$ cat config.mk
export PLATFORM = sky130hd
export DESIGN_NAME = cpu
export DESIGN_NICKNAME = d
export VERILOG_FILES = /design/src/rtl/cpu_pkg.sv /design/src/rtl/cpu_alu.sv /design/src/rtl/cpu.sv
export SDC_FILE = /design/constraint.sdc
export NUM_CORES = 2
export LEC_CHECK = 0
export ABC_AREA = 1
export BUFFER_PORTS_ARGS = -buffer_cell sky130_fd_sc_hd__clkbuf_2
export CORE_MARGIN = 2
export CORE_UTILIZATION = 35
export DETAILED_ROUTE_END_ITERATION = 8
export GPL_ROUTABILITY_DRIVEN = 0
export HOLD_SLACK_MARGIN = 0.06
export PLACE_DENSITY_LB_ADDON = 0.12
export RECOVER_POWER = 50
export SLEW_MARGIN = 20
export SYNTH_ARGS = -nofsm -noshare
export SYNTH_HDL_FRONTEND = slang
export SYNTH_SLANG_ARGS = --single-unit
$ cat constraint.sdc
create_clock -name clk -period 9.6 [get_ports clk]
set_input_delay 0.48 -clock clk [delete_from_list [all_inputs] [get_ports clk]]
set_output_delay 0.48 -clock clk [all_outputs]
set_load 0.02 [all_outputs]
$ cat src/rtl/cpu_pkg.sv
// ----------------------------------------------------------------------------
// cpu_pkg
// Shared definitions for the two-byte-instruction load/store core:
//   - opcode_e : instruction opcodes (upper nibble of opcode1)
//   - JC_*     : jump-condition codes (lower nibble of opcode1 for JMP)
//   - state_e  : core FSM states
//   - jmp_taken: jump-condition evaluator against the Z/C flags
// ----------------------------------------------------------------------------
package cpu_pkg;

    typedef enum logic [3:0] {
        OP_NOP  = 4'h0,
        OP_LDI  = 4'h1,
        OP_LD   = 4'h2,
        OP_ST   = 4'h3,
        OP_JMP  = 4'h4,
        OP_ADD  = 4'h8,
        OP_SUB  = 4'h9,
        OP_AND  = 4'hA,
        OP_OR   = 4'hB,
        OP_XOR  = 4'hC,
        OP_HALT = 4'hF
    } opcode_e;

    localparam logic [3:0] JC_ALWAYS = 4'h0;
    localparam logic [3:0] JC_Z_SET  = 4'h5;
    localparam logic [3:0] JC_Z_CLR  = 4'h6;
    localparam logic [3:0] JC_C_SET  = 4'h7;
    localparam logic [3:0] JC_C_CLR  = 4'h8;

    typedef enum logic [1:0] {
        S_FETCH = 2'd0,
        S_EXEC  = 2'd1,
        S_HALT  = 2'd2
    } state_e;

    // Unlisted condition codes are never taken.
    function automatic logic jmp_taken(input logic [3:0] cond,
                                       input logic       z,
                                       input logic       c);
        logic t;
        case (cond)
            JC_ALWAYS: t = 1'b1;
            JC_Z_SET:  t = z;
            JC_Z_CLR:  t = ~z;
            JC_C_SET:  t = c;
            JC_C_CLR:  t = ~c;
            default:   t = 1'b0;
        endcase
        return t;
    endfunction

endpackage

$ cat src/rtl/cpu_alu.sv
// ----------------------------------------------------------------------------
// cpu_alu
// Combinational 8-bit ALU for the register-register instructions.
// Ports:
//   a_i, b_i  [7:0] : operands (R[a], R[b])
//   op_i      [3:0] : instruction opcode; only ADD/SUB/AND/OR/XOR are meaningful
//   result_o  [7:0] : op result, modulo 256
//   z_o             : result == 0
//   c_o             : carry-out (ADD), borrow a<b (SUB), 0 for logic ops
// ----------------------------------------------------------------------------
module cpu_alu
    import cpu_pkg::*;
(
    input  logic [7:0] a_i,
    input  logic [7:0] b_i,
    input  logic [3:0] op_i,
    output logic [7:0] result_o,
    output logic       z_o,
    output logic       c_o
);

    logic [8:0] wide;

    always_comb begin
        wide = 9'd0;
        case (op_i)
            OP_ADD:  wide = {1'b0, a_i} + {1'b0, b_i};
            // Bit 8 of the 9-bit difference is the borrow.
            OP_SUB:  wide = {1'b0, a_i} - {1'b0, b_i};
            OP_AND:  wide = {1'b0, a_i & b_i};
            OP_OR:   wide = {1'b0, a_i | b_i};
            OP_XOR:  wide = {1'b0, a_i ^ b_i};
            default: wide = 9'd0;
        endcase
    end

    assign result_o = wide[7:0];
    assign c_o      = wide[8];
    assign z_o      = (wide[7:0] == 8'd0);

endmodule

$ cat src/rtl/cpu.sv
// ----------------------------------------------------------------------------
// cpu
// Minimal 8-bit load/store core. Two clocks per instruction (FETCH, EXEC),
// 16x8 register file, 256x8 data memory, Z/C flags, external combinational ROM.
// Ports:
//   clk              : clock, rising edge
//   reset            : asynchronous, active-low reset
//   opcode1    [7:0] : ROM byte at rom_address   {op, a}
//   opcode2    [7:0] : ROM byte at rom_address+1 {b, c} / immediate k
//   rom_address[7:0] : program counter (registered)
// Build option:
//   CPU_HALT_EN : opcode 1111 halts the core until reset; otherwise it is a NOP.
// ----------------------------------------------------------------------------
module cpu
    import cpu_pkg::*;
(
    input  logic       clk,
    input  logic       reset,
    input  logic [7:0] opcode1,
    input  logic [7:0] opcode2,
    output logic [7:0] rom_address
);

    state_e      state_q;
    logic [7:0]  pc_q, pc_d;
    logic [15:0] ir_q;
    logic        z_q, c_q;
    logic [7:0]  regs_q [16];
    logic [7:0]  mem_q  [256];

    logic [3:0]  op, ra, rb, rc;
    logic [7:0]  k;
    logic [7:0]  alu_res;
    logic        alu_z, alu_c;
    logic        is_alu, halt_now;
    logic        rf_wen_d;
    logic [3:0]  rf_waddr_d;
    logic [7:0]  rf_wdata_d;

    assign op = ir_q[15:12];
    assign ra = ir_q[11:8];
    assign rb = ir_q[7:4];
    assign rc = ir_q[3:0];
    assign k  = ir_q[7:0];

    assign is_alu = (op == OP_ADD) || (op == OP_SUB) || (op == OP_AND) ||
                    (op == OP_OR)  || (op == OP_XOR);

`ifdef CPU_HALT_EN
    assign halt_now = (op == OP_HALT);
`else
    assign halt_now = 1'b0;
`endif

    cpu_alu u_alu (
        .a_i      (regs_q[ra]),
        .b_i      (regs_q[rb]),
        .op_i     (op),
        .result_o (alu_res),
        .z_o      (alu_z),
        .c_o      (alu_c)
    );

    // Next PC: jumps use the flags as they stand before this EXEC edge.
    always_comb begin
        pc_d = pc_q + 8'd2;
        if (op == OP_JMP && jmp_taken(ra, z_q, c_q))
            pc_d = k;
        if (halt_now)
            pc_d = pc_q;
    end

    // Register-file write port; LD reads memory combinationally.
    always_comb begin
        rf_wen_d   = 1'b0;
        rf_waddr_d = ra;
        rf_wdata_d = 8'd0;
        if (op == OP_LDI) begin
            rf_wen_d   = 1'b1;
            rf_wdata_d = k;
        end else if (op == OP_LD) begin
            rf_wen_d   = 1'b1;
            rf_wdata_d = mem_q[k];
        end else if (is_alu) begin
            rf_wen_d   = 1'b1;
            rf_waddr_d = rc;
            rf_wdata_d = alu_res;
        end
    end

    always_ff @(posedge clk or negedge reset) begin
        if (!reset) begin
            state_q <= S_FETCH;
            pc_q    <= 8'd0;
            ir_q    <= 16'd0;
            z_q     <= 1'b0;
            c_q     <= 1'b0;
            for (int i = 0; i < 16; i++)
                regs_q[i] <= 8'd0;
            for (int i = 0; i < 256; i++)
                mem_q[i] <= 8'd0;
        end else begin
            case (state_q)
                S_FETCH: begin
                    ir_q    <= {opcode1, opcode2};
                    state_q <= S_EXEC;
                end
                S_EXEC: begin
                    pc_q <= pc_d;
                    if (rf_wen_d)
                        regs_q[rf_waddr_d] <= rf_wdata_d;
                    if (op == OP_ST)
                        mem_q[k] <= regs_q[ra];
                    if (is_alu) begin
                        z_q <= alu_z;
                        c_q <= alu_c;
                    end
                    state_q <= halt_now ? S_HALT : S_FETCH;
                end
                default: state_q <= S_HALT;
            endcase
        end
    end

    assign rom_address = pc_q;

endmodule

### Yosys cells after proc, flatten, opt, wreduce, memory -nomap -nowiden

Cells that the tools add are included.

| word-level totals | value |
|---|---|
| input port bits | 18 |
| logic and storage cells | 350 |
| register bits after elaboration | 2204 |

| cells by class | value |
|---|---|
| bitwise logic cells | 9 |
| order comparisons | 6 |
| add/sub/neg operators | 3 |
| multiplexer cells | 28 |
| reductions and logical operators | 13 |
| equal/unequal tests | 14 |

Operator list:

| operator | number |
|---|---|
| $bwmux W2048 | 1 |
| $bwmux W128 | 1 |
| $mux W8 | 12 |
| $bmux W8 S4 | 2 |
| $bmux W8 S8 | 1 |
| $demux W8 S8 | 1 |
| $pmux W9 S5 | 1 |
| $demux W8 S4 | 1 |
| $eq A4 B4 Y1 const B | 6 |
| $eq A4 B3 Y1 const B | 4 |
| $ge A5 B5 Y1 const B | 3 |
| $not A4 Y5 | 3 |
| $mux W4 | 3 |
| $add A8 B8 Y9 | 1 |
| $ge A9 B9 Y1 const B | 1 |
| $lt A9 B1 Y1 const B | 1 |
| $not A8 Y9 | 1 |
| $sub A8 B8 Y9 | 1 |
| $add A8 B2 Y8 const B | 1 |
| $and A8 B8 Y8 | 1 |
| $eq A4 B2 Y1 const B | 2 |
| $logic_not A8 Y1 | 1 |
| $or A8 B8 Y8 | 1 |
| $xor A8 B8 Y8 | 1 |
| 12 further kinds | 22 |

### Logic depth before layout (Yosys ltp)

| depth | value |
|---|---|
| word-level depth | 14 |
| gate-level depth with buffers | 29 |

### Hierarchy

Synthesis repeated with hierarchy kept, for this count alone.

| second synthesis, totals | value |
|---|---|
| cell total of the unflattened synthesis | 13958 |
| area total of the unflattened synthesis | 103927.2 um^2 |

Modules (own cells, without submodules):

| module | cells an instance | area each (um^2) | instances |
|---|---|---|---|
| cpu | 13760 | 102736.0 | 1 |
| cpu_alu | 198 | 1191.1 | 1 |

### Worst setup path after synthesis

No wires, ideal clock.

| path | value |
|---|---|
| kind | flip-flop to flip-flop |
| start point | register ir_q[5] |
| end point | register regs_q[103] (netlist name) |
| data arrival time | 3911 ps |
| stages on the path, launching flop included | 27 |
| required time | 9483 ps |
| buffers on the path | 3 |
| clock period less this slack | 4028 ps |
| slack | 5572 ps |
| cells stage by stage | dfrtp_1 > clkbuf_1 > nor2_1 > inv_2 > buf_1 > o22ai_1 > o21ai_0 > nand4_1 > inv_1 > ha_1 > nor2_1 > xor2_1 > ha_1 > a21oi_1 > nand2_1 > nand2_1 > nand2_1 > a21oi_1 > o21ai_0 > or2_2 > nand3_1 > nand2_1 > inv_1 > nand3_1 > buf_2 > nand2_1 > nand2_1 |

| between the ends | value |
|---|---|
| cells in the longest elaborated chain, start to end | 10 |

RTL lines:

| element | line | source |
|---|---|---|
| start, declared | cpu.sv:26 | `logic [15:0] ir_q;` |
| start signal, assigned | cpu.sv:105 | `ir_q <= {opcode1, opcode2};` |
| $not A4 Y5 (not written as such) | cpu.sv:57 | `.b_i (regs_q[rb]),` |
| $bmux W8 S4 | cpu.sv:57 |  |
| $mux W8 (not written as such) (2 in series) | cpu.sv:57 |  |
| $sub A8 B8 Y9 (tied with other cells) | cpu_alu.sv:29 | `OP_SUB: wide = {1'b0, a_i} - {1'b0, b_i};` |
| $pmux W9 S5 | cpu_alu.sv:26 | `case (op_i)` |
| $mux W8 | cpu.sv:84 | `end else if (is_alu) begin` |
| $mux W8 (*) | cpu.sv:81 | `end else if (op == OP_LD) begin` |
| $mux W8 (*) | cpu.sv:78 | `if (op == OP_LDI) begin` |
| $bwmux W128 (*) | cpu.sv:111 | `regs_q[rf_waddr_d] <= rf_wdata_d;` |
| end signal, assigned by index | cpu.sv:111 |  |
| end, declared | cpu.sv:28 | `logic [7:0] regs_q [16];` |

Mark *: on every way between the ends. The rest lies on a longest branch, timed or not. The select of a mux whose other input is x is not followed.
A chain may end at the register's enable or synchronous reset.

==> results.env <==
STATUS='complete, but fails checks'
FAILED_CHECKS='capacitance limit, slew limit'
VIA_DENSITY_PER_INSTANCE=5.30
ROWS=195
GRT_USE_TOTAL_PCT=25.0
GRT-OVFL-TOTAL=0
SKEW_NS=0.0536
CLK_PIN_SLEW_WORST_PATHS_NS=0.06
DIE-AREA_UM2=288000
CRIT_PATH_TIME_FINAL_NS=6.87
TIGHTEST_SLEW_NS=5.76
SYNTHESIS.AREA_UM2=99300
FINAL_LAYOUT_SIZE_SUFFIX_GT1_SHARE_PCT=5.10
WORSTSETUPPATHTYPE='in -> async'
CLOCK_SINKS=2204
IR_WORST_VDD_mV=0.143
BOUNDARYPINS=26
NETLIST-CELL-TYPE-COUNT=42
TIMING.FMAX_MHz=146
PRE_CTS_SLACK_NS=3.69
CTSROOTBUFFERMASTER='sky130_fd_sc_hd__clkbuf_16'
INITIAL_UTILIZATION_PCT=35.2
INTERNAL-POWER_W=0.0155
DETAILEDROUTE.FIRSTPASSITERATIONCOUNT=8
P_SEQ_SHARE_PCT=45.3
CRITPATHMAXFANOUT=133
PORT_BUFFERS=25
MAX-CLOCK-PATH-BUFFERS=4
SYN-MEAN-INSTANCE-AREA_UM2=7.92
RATIO_OF_FINAL_MINIMUM_PERIOD_TO_CLOCK_PERIOD_PCT=71.6
MAXIMUM_NUMBER_OF_PINS_ON_ONE_NET_BEFORE_GLOBAL_ROUTE_REPAIR=182
CP_DATA_ARRIVAL_TIME_NS=7.04
CRITICAL_PATH.STARTPOINT_TYPE='input pin'
M1WIRELENGTH_UM=166000
FINALSETUPVIOLATIONS=0
WORST_SETUP_PATH_END_KIND='async pin'
DRC_ERRORS=0
SHARE_CLK_OF_TOTAL_POWER_PCT=47.8
ROUTED_WIRELENGTH_UM=361000
TRITONCTS='yes'
FLOW.AREA_GROWTH_FROM_SYNTHESIS_PCT=11.6
POST_CTS_BUFFERS=0
HOLD_PATH.CLASS='in -> reg'
FINALNETCOUNT=12161
REMAINING_NUMBER_OF_NETS_FLAGGED_BY_THE_ANTENNA_CHECK_AFTER_ROUTING=0
GRT_ANTENNA_BEFORE_REPAIR=14
SYNTHESIS.INSTANCES=12532
TOTAL_NEGATIVE_SLACK_FOR_SETUP_CHECKS_NS=0
P_PER_AREA_nW_PER_UM2=189
TRITONCTS.NUM_BUFFERS=267
GRT_FIRST_PASS_WIRELENGTH_UM=551000
SYNTH_FP_NETS=12577
PSW_W=0.00542
WORSTPATHREQUIRED_NS=9.77
SUM_OF_MET2_WIRE_SEGMENT_LENGTHS_AFTER_DETAILED_ROUTING_UM=163000
POST_SYNTH_TOP_AREA_CELL='sky130_fd_sc_hd__dfrtp_1'
DIE_WIDTH_UM=537
GRT_PASS1_VIAS=82945
YOSYS_WARNING_TOTAL=0
DIE_HEIGHT_UM=537
COMB_POWER_SHARE_PCT=6.9
SLEW_HEADROOM_PCT=-284
NUM_VIAS=85167
FINAL_HOLD_VIOL_COUNT=0
SWSHARE_PCT=26.0
FIN_UTIL_PCT=39.3
SYNTH.YOSYS.SEQ_AREA_SHARE_PCT=55.5
MAXSLEWVIOLCOUNT=787
CTS.HTREE.LEVELS=5
ROUTED-WL-MET3_UM=23500
SYNTH.TOP_CELL.AREA_SHARE_PCT=55.5
RSZ_0062_RAISED_AFTER_GLOBAL_ROUTING='no'
HIGHEST_ROUTING_LAYER_ACTUALLY_USED='met5'
FIRST_ITER_VIOLATIONS=8485
TIMING.FINAL.WS_SETUP_NS=2.73
YS_FF_LATCH=2204
DP_HPWL_UM=210000
POST_DRT_WL_PER_CELL_UM=22.5
POWER.STATIC_LEAKAGE_nW=50.9
NETLIST_TOP_CELLS_AREA='sky130_fd_sc_hd__dfrtp_1, sky130_fd_sc_hd__nand2_1, sky130_fd_sc_hd__o21ai_0'
MAXCAPVIOLCOUNT=10
FLOORPLAN.CORE_AREA_UM2=282000
CLOCK_INSERTION_DELAY_AT_THE_LATER_PIN_OF_THE_SKEW_REPORT_NS=0.86
==> metal layers <==
metal	vias up	track usage, %
met5	-	0
met4	2	6.34
met1	42154	36.0
met2	2781	39.1
li1	39723	-
met3	507	3.93
==> Yosys cell counts (all sizes together) <==
cell,n
or2,1
nand3,80
xnor2,2
o41ai,1
o211ai,2
fa,1
clkbuf,604
o311a,2
a211o,2
a22o,7
ha,26
a31oi,3
o311ai,2
o221ai,34
nor4,1
nand4,305
o21ai,2252
nand2,6043
nand3b,3
nor3,5
o2111ai,2
o21a,2
dfrtp,2204
clkinv,3
buf,270
inv,180
nor2,242
o22ai,47
a21boi,1
a22oi,109
mux2,3
xor2,7
a221oi,13
a21oi,73
==> power by group through the flow <==
stage	logic [W]	clock network (W)	registers (W)
2_1_floorplan	0.000690	0	0.00962
3_3_place_gp	0.00145	0	0.00963
3_5_place_dp	0.00145	0	0.00963
4_1_cts	0.00146	0.0102	0.00946
5_1_grt	0.00156	0.0106	0.00947
6_report	0.00145	0.00998	0.00947
==> sequential cells by signal (all words and copies together) (netlist names) <==
name and count:
c_q 1, mem_q 2048, ir_q 16, z_q 1
state_q 2, rom_address 8, regs_q 128
==> cell usage in the layout (no fill, tap or decap), types with 7 or more instances in the layout <==
master                          instances
sky130_fd_sc_hd__dfrtp_1             2202
sky130_fd_sc_hd__clkbuf_8              62
sky130_fd_sc_hd__ha_1                  26
sky130_fd_sc_hd__clkbuf_16            273
sky130_fd_sc_hd__a221oi_1              13
sky130_fd_sc_hd__o21ai_1              121
sky130_fd_sc_hd__buf_12                25
sky130_fd_sc_hd__o21ai_0             2130
sky130_fd_sc_hd__a22o_1                 7
sky130_fd_sc_hd__inv_6                 14
sky130_fd_sc_hd__clkinv_2              37
sky130_fd_sc_hd__buf_4                111
sky130_fd_sc_hd__o22ai_1               47
sky130_fd_sc_hd__nor2_2                20
sky130_fd_sc_hd__dlygate4sd3_1         15
sky130_fd_sc_hd__nand3_1               80
sky130_fd_sc_hd__nand2_1             6037
sky130_fd_sc_hd__o221ai_1              34
sky130_fd_sc_hd__a21oi_1               73
sky130_fd_sc_hd__clkbuf_1              80
sky130_fd_sc_hd__clkbuf_2              18
sky130_fd_sc_hd__nand4_1              305
sky130_fd_sc_hd__nor2_4                26
sky130_fd_sc_hd__nor2_1               196
sky130_fd_sc_hd__a22oi_1              109
sky130_fd_sc_hd__xor2_1                 7
sky130_fd_sc_hd__inv_1                167
==> cells by family (layout without fill, tap and decap cells) <==
| group | count (synthesis) | count (layout) | share of synthesized area [%] |
|---|---|---|---|
| AND/OR/NAND/NOR | 6680 | 6680 | 26.2 |
| AO/OA/AOI/OAI | 2552 | 2552 | 13.5 |
| flip-flops | 2204 | 2204 | 55.5 |
| buffers and inverters | 1057 | 831 | 4.33 |
| adder cells (fa/ha/maj) | 27 | 27 | 0.348 |
| XOR/XNOR | 9 | 9 | 0.0794 |
| multiplexers | 3 | 3 | 0.0340 |
| other | 0 | 6 | 0 |
==> stage by stage <==
step                std cells  area (µm²)  hold WS [ns]  power [W]
finish                  16055      111000         0.199     0.0209
detailed placement      15575      102000         0.428     0.0111
global placement        15573      102000         0.429     0.0111
global route            16051      111000         0.201     0.0216
CTS                     16049      111000         0.161     0.0211
floorplan               12532       99300         0.184     0.0103
==> repair_timing <==
item	in CTS	in global routing
hold buffers	15	0
resized for setup	0	0
endpoints found under the hold margin	142	0
==> critical path, stage by stage <==
cell and delay, ns:
sky130_fd_sc_hd__dlygate4sd3_1 0.58, sky130_fd_sc_hd__buf_12 0.43, sky130_fd_sc_hd__clkbuf_1 2.44, sky130_fd_sc_hd__clkbuf_2 2.64
==> layout make-up <==
class / instances / area [µm²]
Clock inverter: 62 / 557
Fill cell: 28991 / 171000
Inverter: 183 / 737
Antenna cell: 6 / 15.0
Clock buffer: 397 / 7920
Multi-Input combinational cell: 9271 / 40100
Sequential cell: 2204 / 55200
Timing Repair Buffer: 189 / 1670
Tap cell: 3743 / 4680
==> final timing paths <==
kind,start,endpoint,slack (ns),cells after the start
max reg2reg,ir_q[1]$_DFFE_PN0P_,regs_q[93]$_DFFE_PN0P_,3.68,18
min reg2reg,state_q[1]$_DFF_PN0_,state_q[1]$_DFF_PN0_,0.42,0
max,reset,mem_q[1285]$_DFFE_PN0P_,2.73,4
min,opcode2[0],ir_q[0]$_DFFE_PN0P_,0.20,4
min in group asynchronous,reset,mem_q[1612]$_DFFE_PN0P_,0.25,2
max in group clk,ir_q[1]$_DFFE_PN0P_,regs_q[93]$_DFFE_PN0P_,3.68,18
(Power assumes the default switching activity.)
